--- src/rtl/alu_cmd_sequencer.sv ---
// ---------------------------------------------------------------------------
// alu_cmd_sequencer
//
// Buffers ALU commands in a small FIFO, issues them one at a time to an
// external 8-bit ALU through registered operand/opcode outputs, captures the
// ALU result one cycle later and presents it on a valid/ready result port.
//
// Optional feature macro: ALU_SEQ_ZERO_FLAG_EN
//   When defined, adds output res_zero (result == 0, captured with res_data).
//
// Parameters
//   DEPTH      command FIFO depth in entries (power of two, 2..16)
//
// Ports
//   clk        clock, rising-edge
//   rst_n      asynchronous active-low reset
//   in_valid   command valid
//   in_ready   command ready (FIFO not full)
//   in_a/in_b  command operands, 8 bits
//   in_op      opcode: 000 add, 001 sub, 010 mul, 011 shl,
//                      100 shr, 101 and, 110 or, 111 xor
//   alu_a/b    registered operands to the ALU
//   alu_op     registered opcode to the ALU
//   alu_out    ALU result, 16 bits
//   alu_cb     ALU carry/borrow
//   res_valid  result valid
//   res_ready  result ready
//   res_data   captured result, 16 bits, unmodified
//   res_cb     captured carry/borrow (add/sub only, else 0)
//   res_zero   captured zero flag (ALU_SEQ_ZERO_FLAG_EN only)
//   occupancy  FIFO entry count, 0..DEPTH
//   busy       FSM not in IDLE
//
// FSM states
//   state | meaning
//   ------+-------------------------------------------------------------
//   IDLE  | no command in flight; pops the FIFO head when one is queued
//   EXEC  | operands on the ALU for one cycle; result captured at its end
//   HOLD  | result presented, held until the res_valid/res_ready handshake
// ---------------------------------------------------------------------------
module alu_cmd_sequencer #(
  parameter int DEPTH = 4
) (
  input  logic                     clk,
  input  logic                     rst_n,
  input  logic                     in_valid,
  output logic                     in_ready,
  input  logic [7:0]               in_a,
  input  logic [7:0]               in_b,
  input  logic [2:0]               in_op,
  output logic [7:0]               alu_a,
  output logic [7:0]               alu_b,
  output logic [2:0]               alu_op,
  input  logic [15:0]              alu_out,
  input  logic                     alu_cb,
  output logic                     res_valid,
  input  logic                     res_ready,
  output logic [15:0]              res_data,
  output logic                     res_cb,
`ifdef ALU_SEQ_ZERO_FLAG_EN
  output logic                     res_zero,
`endif
  output logic [$clog2(DEPTH):0]   occupancy,
  output logic                     busy
);

  localparam int PW = $clog2(DEPTH);
  localparam int CW = PW + 1;

  localparam logic [2:0] OP_ADD = 3'b000;
  localparam logic [2:0] OP_SUB = 3'b001;

  typedef struct packed {
    logic [7:0] a;
    logic [7:0] b;
    logic [2:0] op;
  } cmd_t;

  typedef enum logic [1:0] {
    IDLE = 2'd0,
    EXEC = 2'd1,
    HOLD = 2'd2
  } state_t;

  state_t        state;
  state_t        state_next;

  cmd_t          mem [DEPTH];
  cmd_t          head;
  logic [PW-1:0] wr_ptr;
  logic [PW-1:0] rd_ptr;
  logic [CW-1:0] count;

  logic          push;
  logic          pop;
  logic          capture;
  logic          release_res;
  logic          not_empty;

  // ---------------------------------------------------------------------
  // Command FIFO
  // ---------------------------------------------------------------------
  // in_ready is a function of the registered count only, so a pop on a
  // full edge frees a slot for the following cycle, never the same one.
  assign in_ready  = (count != CW'(DEPTH));
  assign push      = in_valid && in_ready;
  assign not_empty = (count != '0);
  assign head      = mem[rd_ptr];
  assign occupancy = count;

  // Storage needs no reset: the pointers and count define what is valid.
  always_ff @(posedge clk) begin
    if (push) begin
      mem[wr_ptr] <= {in_a, in_b, in_op};
    end
  end

  // DEPTH is a power of two, so the natural pointer rollover is modulo DEPTH.
  always_ff @(posedge clk or negedge rst_n) begin
    if (!rst_n) begin
      wr_ptr <= '0;
      rd_ptr <= '0;
      count  <= '0;
    end else begin
      if (push) begin
        wr_ptr <= PW'(wr_ptr + 1'b1);
      end
      if (pop) begin
        rd_ptr <= PW'(rd_ptr + 1'b1);
      end
      case ({push, pop})
        2'b10:   count <= count + CW'(1);
        2'b01:   count <= count - CW'(1);
        default: count <= count;
      endcase
    end
  end

  // ---------------------------------------------------------------------
  // Sequencing FSM
  // ---------------------------------------------------------------------
  always_ff @(posedge clk or negedge rst_n) begin
    if (!rst_n) begin
      state <= IDLE;
    end else begin
      state <= state_next;
    end
  end

  // Pops only ever come from the registered count, so a command pushed
  // into an empty FIFO is seen by IDLE one edge later (2-edge latency).
  always_comb begin
    state_next  = state;
    pop         = 1'b0;
    capture     = 1'b0;
    release_res = 1'b0;
    case (state)
      IDLE: begin
        if (not_empty) begin
          pop        = 1'b1;
          state_next = EXEC;
        end
      end
      EXEC: begin
        capture    = 1'b1;
        state_next = HOLD;
      end
      HOLD: begin
        if (res_valid && res_ready) begin
          release_res = 1'b1;
          if (not_empty) begin
            pop        = 1'b1;
            state_next = EXEC;
          end else begin
            state_next = IDLE;
          end
        end
      end
      default: begin
        state_next = IDLE;
      end
    endcase
  end

  assign busy = (state != IDLE);

  // ---------------------------------------------------------------------
  // ALU operand registers: loaded on pop, otherwise hold their last value
  // ---------------------------------------------------------------------
  always_ff @(posedge clk or negedge rst_n) begin
    if (!rst_n) begin
      alu_a  <= '0;
      alu_b  <= '0;
      alu_op <= '0;
    end else if (pop) begin
      alu_a  <= head.a;
      alu_b  <= head.b;
      alu_op <= head.op;
    end
  end

  // ---------------------------------------------------------------------
  // Result capture
  // ---------------------------------------------------------------------
  // Carry/borrow is only meaningful for add and sub; other ops report 0
  // regardless of what the ALU drives on alu_cb.
  always_ff @(posedge clk or negedge rst_n) begin
    if (!rst_n) begin
      res_valid <= 1'b0;
      res_data  <= '0;
      res_cb    <= 1'b0;
    end else if (capture) begin
      res_valid <= 1'b1;
      res_data  <= alu_out;
      res_cb    <= ((alu_op == OP_ADD) || (alu_op == OP_SUB)) ? alu_cb : 1'b0;
    end else if (release_res) begin
      res_valid <= 1'b0;
    end
  end

`ifdef ALU_SEQ_ZERO_FLAG_EN
  always_ff @(posedge clk or negedge rst_n) begin
    if (!rst_n) begin
      res_zero <= 1'b0;
    end else if (capture) begin
      res_zero <= (alu_out == 16'h0000);
    end
  end
`endif

endmodule
--- config.mk ---
export PLATFORM = sky130hd
export DESIGN_NAME = alu_cmd_sequencer
export DESIGN_NICKNAME = d
export VERILOG_FILES = /design/src/rtl/alu_cmd_sequencer.sv
export SDC_FILE = /design/constraint.sdc
export NUM_CORES = 1
export LEC_CHECK = 0
export CORE_ASPECT_RATIO = 0.9
export CORE_UTILIZATION = 56
export DETAILED_ROUTE_END_ITERATION = 6
export GPL_TIMING_DRIVEN = 0
export PLACE_DENSITY = 0.94
export REMOVE_ABC_BUFFERS = 1
export SYNTH_ARGS = -nofsm -noshare
export SYNTH_HDL_FRONTEND = slang
export SYNTH_SLANG_ARGS = --single-unit
--- constraint.sdc ---
create_clock -name clk -period 6.7 [get_ports clk]
set_clock_uncertainty 0.05 [all_clocks]
set_input_delay 1.34 -clock clk [delete_from_list [all_inputs] [get_ports clk]]
set_output_delay 1.34 -clock clk [all_outputs]
set_load 0.02 [all_outputs]
=== After elaboration in Yosys (flattened, before gate mapping) ===
Memories as Yosys holds them, arrays and structs flattened. A register that Yosys moved wholly into a read port is not among the register bits.
Cells that the tools add are included.

* Eq/ne operators: 8
* Multiplexer cells: 16
* Add/subtract/negate cells: 4
* Reductions and logical operators: 11

{| class="wikitable"
|+ Operator list
! operator !! number
|-
| two-way mux 1 bit || 11
|-
| case mux 2 bit (3 select lines) || 1
|-
| case mux 3 bit (2 select lines) || 1
|-
| nonzero test 2 bit || 3
|-
| adder 2 x 1 -> 2 bit (second input constant) || 2
|-
| equality test 2 x 1 -> 1 bit (second input constant) || 2
|-
| equality test 2 bit (second input constant) || 2
|-
| two-way mux 2 bit || 2
|-
| != test 2 bit (second input constant) || 2
|-
| adder 3 x 1 -> 3 bit (second input constant) || 1
|-
| equality test 3 x 1 -> 1 bit (second input constant) || 1
|-
| zero test 3 bit || 1
|-
| != test 3 bit (second input constant) || 1
|-
| nonzero test 3 bit || 1
|-
| subtractor 3 x 1 -> 3 bit (second input constant) || 1
|-
| logical AND 1 bit || 2
|-
| zero test 2 bit || 1
|-
| case mux 1 bit (2 select lines) || 1
|-
| AND reduction 2 bit || 1
|-
| zero test 1 bit || 1
|-
| logical OR 1 bit || 1
|}

* Flip-flop bits (word level): 27
* Memories kept: 1
* Input bits: 40
* RAM bits: 76

{| class="wikitable"
|+ Memory list
! name !! depth !! bits a word !! read ports !! clocked after memory_dff !! write ports !! line !! source
|-
| mem || 4 || 19 || 1 || 1 || 1 || 88 || <nowiki>cmd_t mem [DEPTH];</nowiki>
|}

=== Depth between registers and ports, before layout ===
* Depth after elaboration: 6
* Mapped depth: 9
* Gate-level depth less buffers: 9

=== Worst setup path before layout ===
Ideal clock, no wire load.

* Path kind: in2reg
* Start point: in res_ready
* End point: reg count[2] (netlist: occupancy[2])
* Path slack: 3774 ps
* Data required time: 6570 ps
* Data arrival time: 2796 ps
* Stages on the path: 9
* Cells stage by stage: a21boi_2 nor3_4 buf_6 ha_1 inv_1 fa_1 xor2_1 nor2_1 xor2_1

* Cells in the longest elaborated chain, start to end: 5
* Elaborated cells on any way between the ends: 7

{| class="wikitable"
|+ Ends and longest elaborated chain
! element !! line !! source
|-
| start: declaration || 57 || <nowiki>input logic res_ready,</nowiki>
|-
| logical AND 1 bit (*) || 169 || <nowiki>if (res_valid && res_ready) begin</nowiki>
|-
| two-way mux 1 bit (*) || 169 ||
|-
| case mux 1 bit (2 select lines) (*) || 157 || <nowiki>case (state)</nowiki>
|-
| via pop || 95 || <nowiki>logic pop;</nowiki>
|-
| equality test 2 x 1 -> 1 bit or equality test 2 bit (tied branches) || 131 || <nowiki>case ({push, pop})</nowiki>
|-
| case mux 3 bit (2 select lines) or nonzero test 2 bit (tied branches) || -- ||
|-
| end signal: assignment || 132 || <nowiki>2'b10: count <= count + CW'(1);</nowiki>
|-
| end signal: assignment || 133 || <nowiki>2'b01: count <= count - CW'(1);</nowiki>
|-
| end signal: assignment || 134 || <nowiki>default: count <= count;</nowiki>
|-
| end: declaration || 92 || <nowiki>logic [CW-1:0] count;</nowiki>
|}

The timed path passes the listed nets; every way through them passes the cells marked *.
A chain may end at the register's enable or synchronous reset.

=== Final worst setup path ===
* Start point: in res_ready
* End point: reg count[2] (netlist: occupancy[2])

* Cells in the longest elaborated chain, start to end: 5
* Elaborated cells on any way between the ends: 7

{| class="wikitable"
|+ Ends and longest elaborated chain
! element !! line
|-
| logical AND 1 bit (*) || 169
|-
| two-way mux 1 bit (*) || 169
|-
| case mux 1 bit (2 select lines) (*) || 157
|-
| equality test 2 x 1 -> 1 bit or equality test 2 bit (tied branches) || 131
|-
| case mux 3 bit (2 select lines) or nonzero test 2 bit (tied branches) || --
|}

Mark *: on every way between the ends. The rest lies on a longest branch, timed or not.

==> flow_summary.ini <==
[status]
outcome = finished, final reports clean

[timing]
worstMarginPinSlew_ps = 1219
finalWorstSetupSlack_ps = 3225
fmax_mhz = 287.8
hold_viol = 0
finalSetupViolCount = 0
period_share_pct = 51.86
setup-tns-final_ps = 0
rsz0062_at_grt = no
finalCriticalPeriod_ps = 3475
drv_slew = 0
relSlewSlack_pct = 18.74

[synth]
synth_seq_area_share_pct = 72.54
yosys.cell_types.count = 29
synth_top_area_share_pct = 48.22
yosys.area.top_type = edfxtp_1
avgSynthCellArea_um2 = 18.14
yosysWarnings = 0
syn-cell-area_mm2 = 0.004733
synthTopCellsByArea = edfxtp_1 (48%), dfrtp_1 (24%), mux4_2 (9.0%), mux2_4 (5.4%), nand2_1 (4.0%)
ys_ff_latch = 122
postSynthCellCount = 261

[placed_design]
gp_congestion = 0.6244
place_ws_ps = 2240
port_buffers = 81
place_area_mm2 = 0.005613
dpl.hpwl_mm = 6.111

[power_and_ir_drop]
vdd_drop_max_v = 0.0002507
seq_power_share_pct = 38.1
powerDensity_mw_per_mm2 = 532.7
switching_share_pct = 33.07
combinationalPowerShare_pct = 36.8
p_int_w = 0.002205
leakage_nw = 2.443
pwr-share-clk_pct = 25.1
power_switching_w = 0.001089

[clock_network]
h-tree-depth = 4
clock_path_buffers = 2
numClockSinks = 122
postCtsHoldBufs = 0
cts.clk_slew.worst_paths_ps = 60
clockRootBuffer = clkbuf_8
cts_setup_buffers = 0
clk_latency_ps = 510
ctsResizeCount = 0
cts_buffers = 17
cts_tree = done

[grt]
grt_max_degree = 31
grt_pass1_vias = 2703
overflow = 0
grt_first_pass_wirelength_mm = 15.40
grt_antenna_before_repair = 0
grt.total_usage_pct = 25.36

[job]
maxCapViolCount = 0

[finish]
layout-drive-gt1-share_pct = 22.40
layout.nets = 399
final_area_mm2 = 0.006183
antenna_cells = 0
n_fill_cell = 391
syn_to_final_growth_pct = 30.64

[route]
ant_nets = 0
viasPerCell = 5.744
drt_wl_total_mm = 10.53
vias = 2671
first_pass_iters = 4
dr.first_iter.drc_count = 170
wl_per_cell_um = 22.63
drc = 0

[setup_path]
criticalPathCategory = in2reg
worst_setup_path_end_kind = register
required_ps = 7090
crit_arrival_ps = 3870
cp_max_fo = 11
critPathLaunchType = primary input

[floorplanning]
io_pins = 82
die_h_um = 89.22
start_util_pct = 58.39
core.rowCount = 31
die_area_mm2 = 0.008825
coreArea_mm2 = 0.008107
die_width_um = 98.91

[worst_hold_path]
hold_class = reg2reg
## path summary, 6_finish.rpt
kind / start / to / slack (ps) / cells past startpoint
worst min-delay path: res_data[7]$_DFFE_PN0P_ / res_data[7]$_DFFE_PN0P_ / 430 / 2
max in group asynchronous: rst_n / alu_a[6]$_DFFE_PN0P_ / 5380 / 2
worst min register to register: res_data[7]$_DFFE_PN0P_ / res_data[7]$_DFFE_PN0P_ / 430 / 2
worst max-delay path: res_ready / occupancy[2]$_DFFE_PN0P_ / 3230 / 9
worst max register to register: state[1]$_DFFE_PN0P_ / occupancy[2]$_DFFE_PN0P_ / 3970 / 8
min in group asynchronous: rst_n / res_data[7]$_DFFE_PN0P_ / 710 / 1
## flip-flops by register name (all words and copies together), names as in the netlist
signal     cells
alu_a          8
alu_b          8
alu_op         3
mem           76
occupancy      3
rd_ptr         2
res_cb         1
res_data      16
res_valid      1
state          2
wr_ptr         2
## routing by layer
| metal | global-route usage, % | wire length, um |
|---|---|---|
| met1 | 30.67 | 4065 |
| met3 | 8.444 | 521 |
| met4 | 11.80 | 327 |
| met2 | 42.28 | 5610 |
| met5 | 0 | 0 |
## cells in the mapped netlist
| cell | instances |
|---|---|
| nor3_2 | 1 |
| buf_6 | 4 |
| or2_2 | 1 |
| nand2_1 | 50 |
| buf_2 | 2 |
| dfrtp_1 | 46 |
| fa_1 | 1 |
| nor2_1 | 1 |
| nor3_4 | 1 |
| mux4_2 | 19 |
| xor2_1 | 4 |
| nand2b_1 | 2 |
| or3b_4 | 1 |
| and2_4 | 1 |
| mux2_2 | 3 |
| a21boi_2 | 1 |
| and3_2 | 4 |
| nor3_1 | 2 |
| nor2b_1 | 1 |
| clkbuf_1 | 4 |
| xnor2_1 | 2 |
| ha_1 | 5 |
| a22o_1 | 1 |
| inv_1 | 7 |
| a21oi_1 | 2 |
| edfxtp_1 | 76 |
| mux2i_1 | 1 |
| mux2_4 | 17 |
| nor4b_1 | 1 |
## stage by stage
step           cells  total power [W]  hold slack (ps)  utilization (%)
2_1_floorplan    251         0.001944            430.5                -
3_3_place_gp     431         0.002339            408.4            69.05
3_5_place_dp     432         0.002415            412.7            69.24
4_1_cts          464         0.003273            431.4            75.94
5_1_grt          465         0.003433            438.9            76.28
6_report         465         0.003294            426.6            76.28
## power groups by stage
stage | logic [W] | clock network [W] | registers [W]
3_5_place_dp | 0.00116 | 0 | 0.00125
2_1_floorplan | 0.000589 | 0 | 0.00135
6_report | 0.00121 | 0.000828 | 0.00125
5_1_grt | 0.00128 | 0.000870 | 0.00128
4_1_cts | 0.00119 | 0.000833 | 0.00125
3_3_place_gp | 0.00111 | 0 | 0.00123
## logic make-up after synthesis
| family | after synthesis | synth area share [%] |
|---|---|---|
| DFF | 122 | 72.53 |
| muxes | 40 | 15.36 |
| adders and majority gates | 6 | 1.745 |
| xor gates and xnor gates | 6 | 1.110 |
| AOI/OAI and AO/OA | 4 | 0.6344 |
| buffers and inverters | 17 | 2.035 |
| and+or+nand+nor | 66 | 6.582 |
## cell usage in the layout, fill, tap and decap left out
master,n
or3b_4,1
mux2_2,3
mux2i_1,1
nand2b_1,2
buf_16,1
clkinv_2,4
or2_2,1
xnor2_1,2
mux4_2,19
nor2b_1,1
mux2_4,17
nor3_1,2
xor2_1,4
clkdlybuf4s50_1,80
nor3_2,1
inv_1,7
dfrtp_1,46
clkbuf_16,18
a21boi_2,1
nor2_1,1
edfxtp_1,76
buf_12,1
inv_4,6
and2_4,1
nand2_1,50
a21oi_1,2
nor3_4,1
clkbuf_1,2
nor4b_1,1
buf_2,1
fa_1,1
a22o_1,1
and3_2,4
ha_1,5
clkbuf_8,2
## critical path, cell delays in order
cell	delay, ps
clkdlybuf4s50_1	510
a21boi_2	110
nor3_4	720
ha_1	320
inv_1	70
fa_1	380
xor2_1	160
nor2_1	110
xor2_1	150
## final cells by class
| class | count | area (um2) | area share (%) |
|---|---|---|---|
| Clock buffer | 22 | 485.5 | 7.851 |
| Clock inverter | 10 | 57.56 | 0.9308 |
| Inverter | 7 | 26.28 | 0.4249 |
| Multi-Input combinational cell | 122 | 1204 | 19.47 |
| Sequential cell | 122 | 3433 | 55.52 |
| Tap cell | 99 | 123.9 | 2.003 |
| Timing Repair Buffer | 83 | 853.3 | 13.80 |
Power figures use the tool's default switching activity.
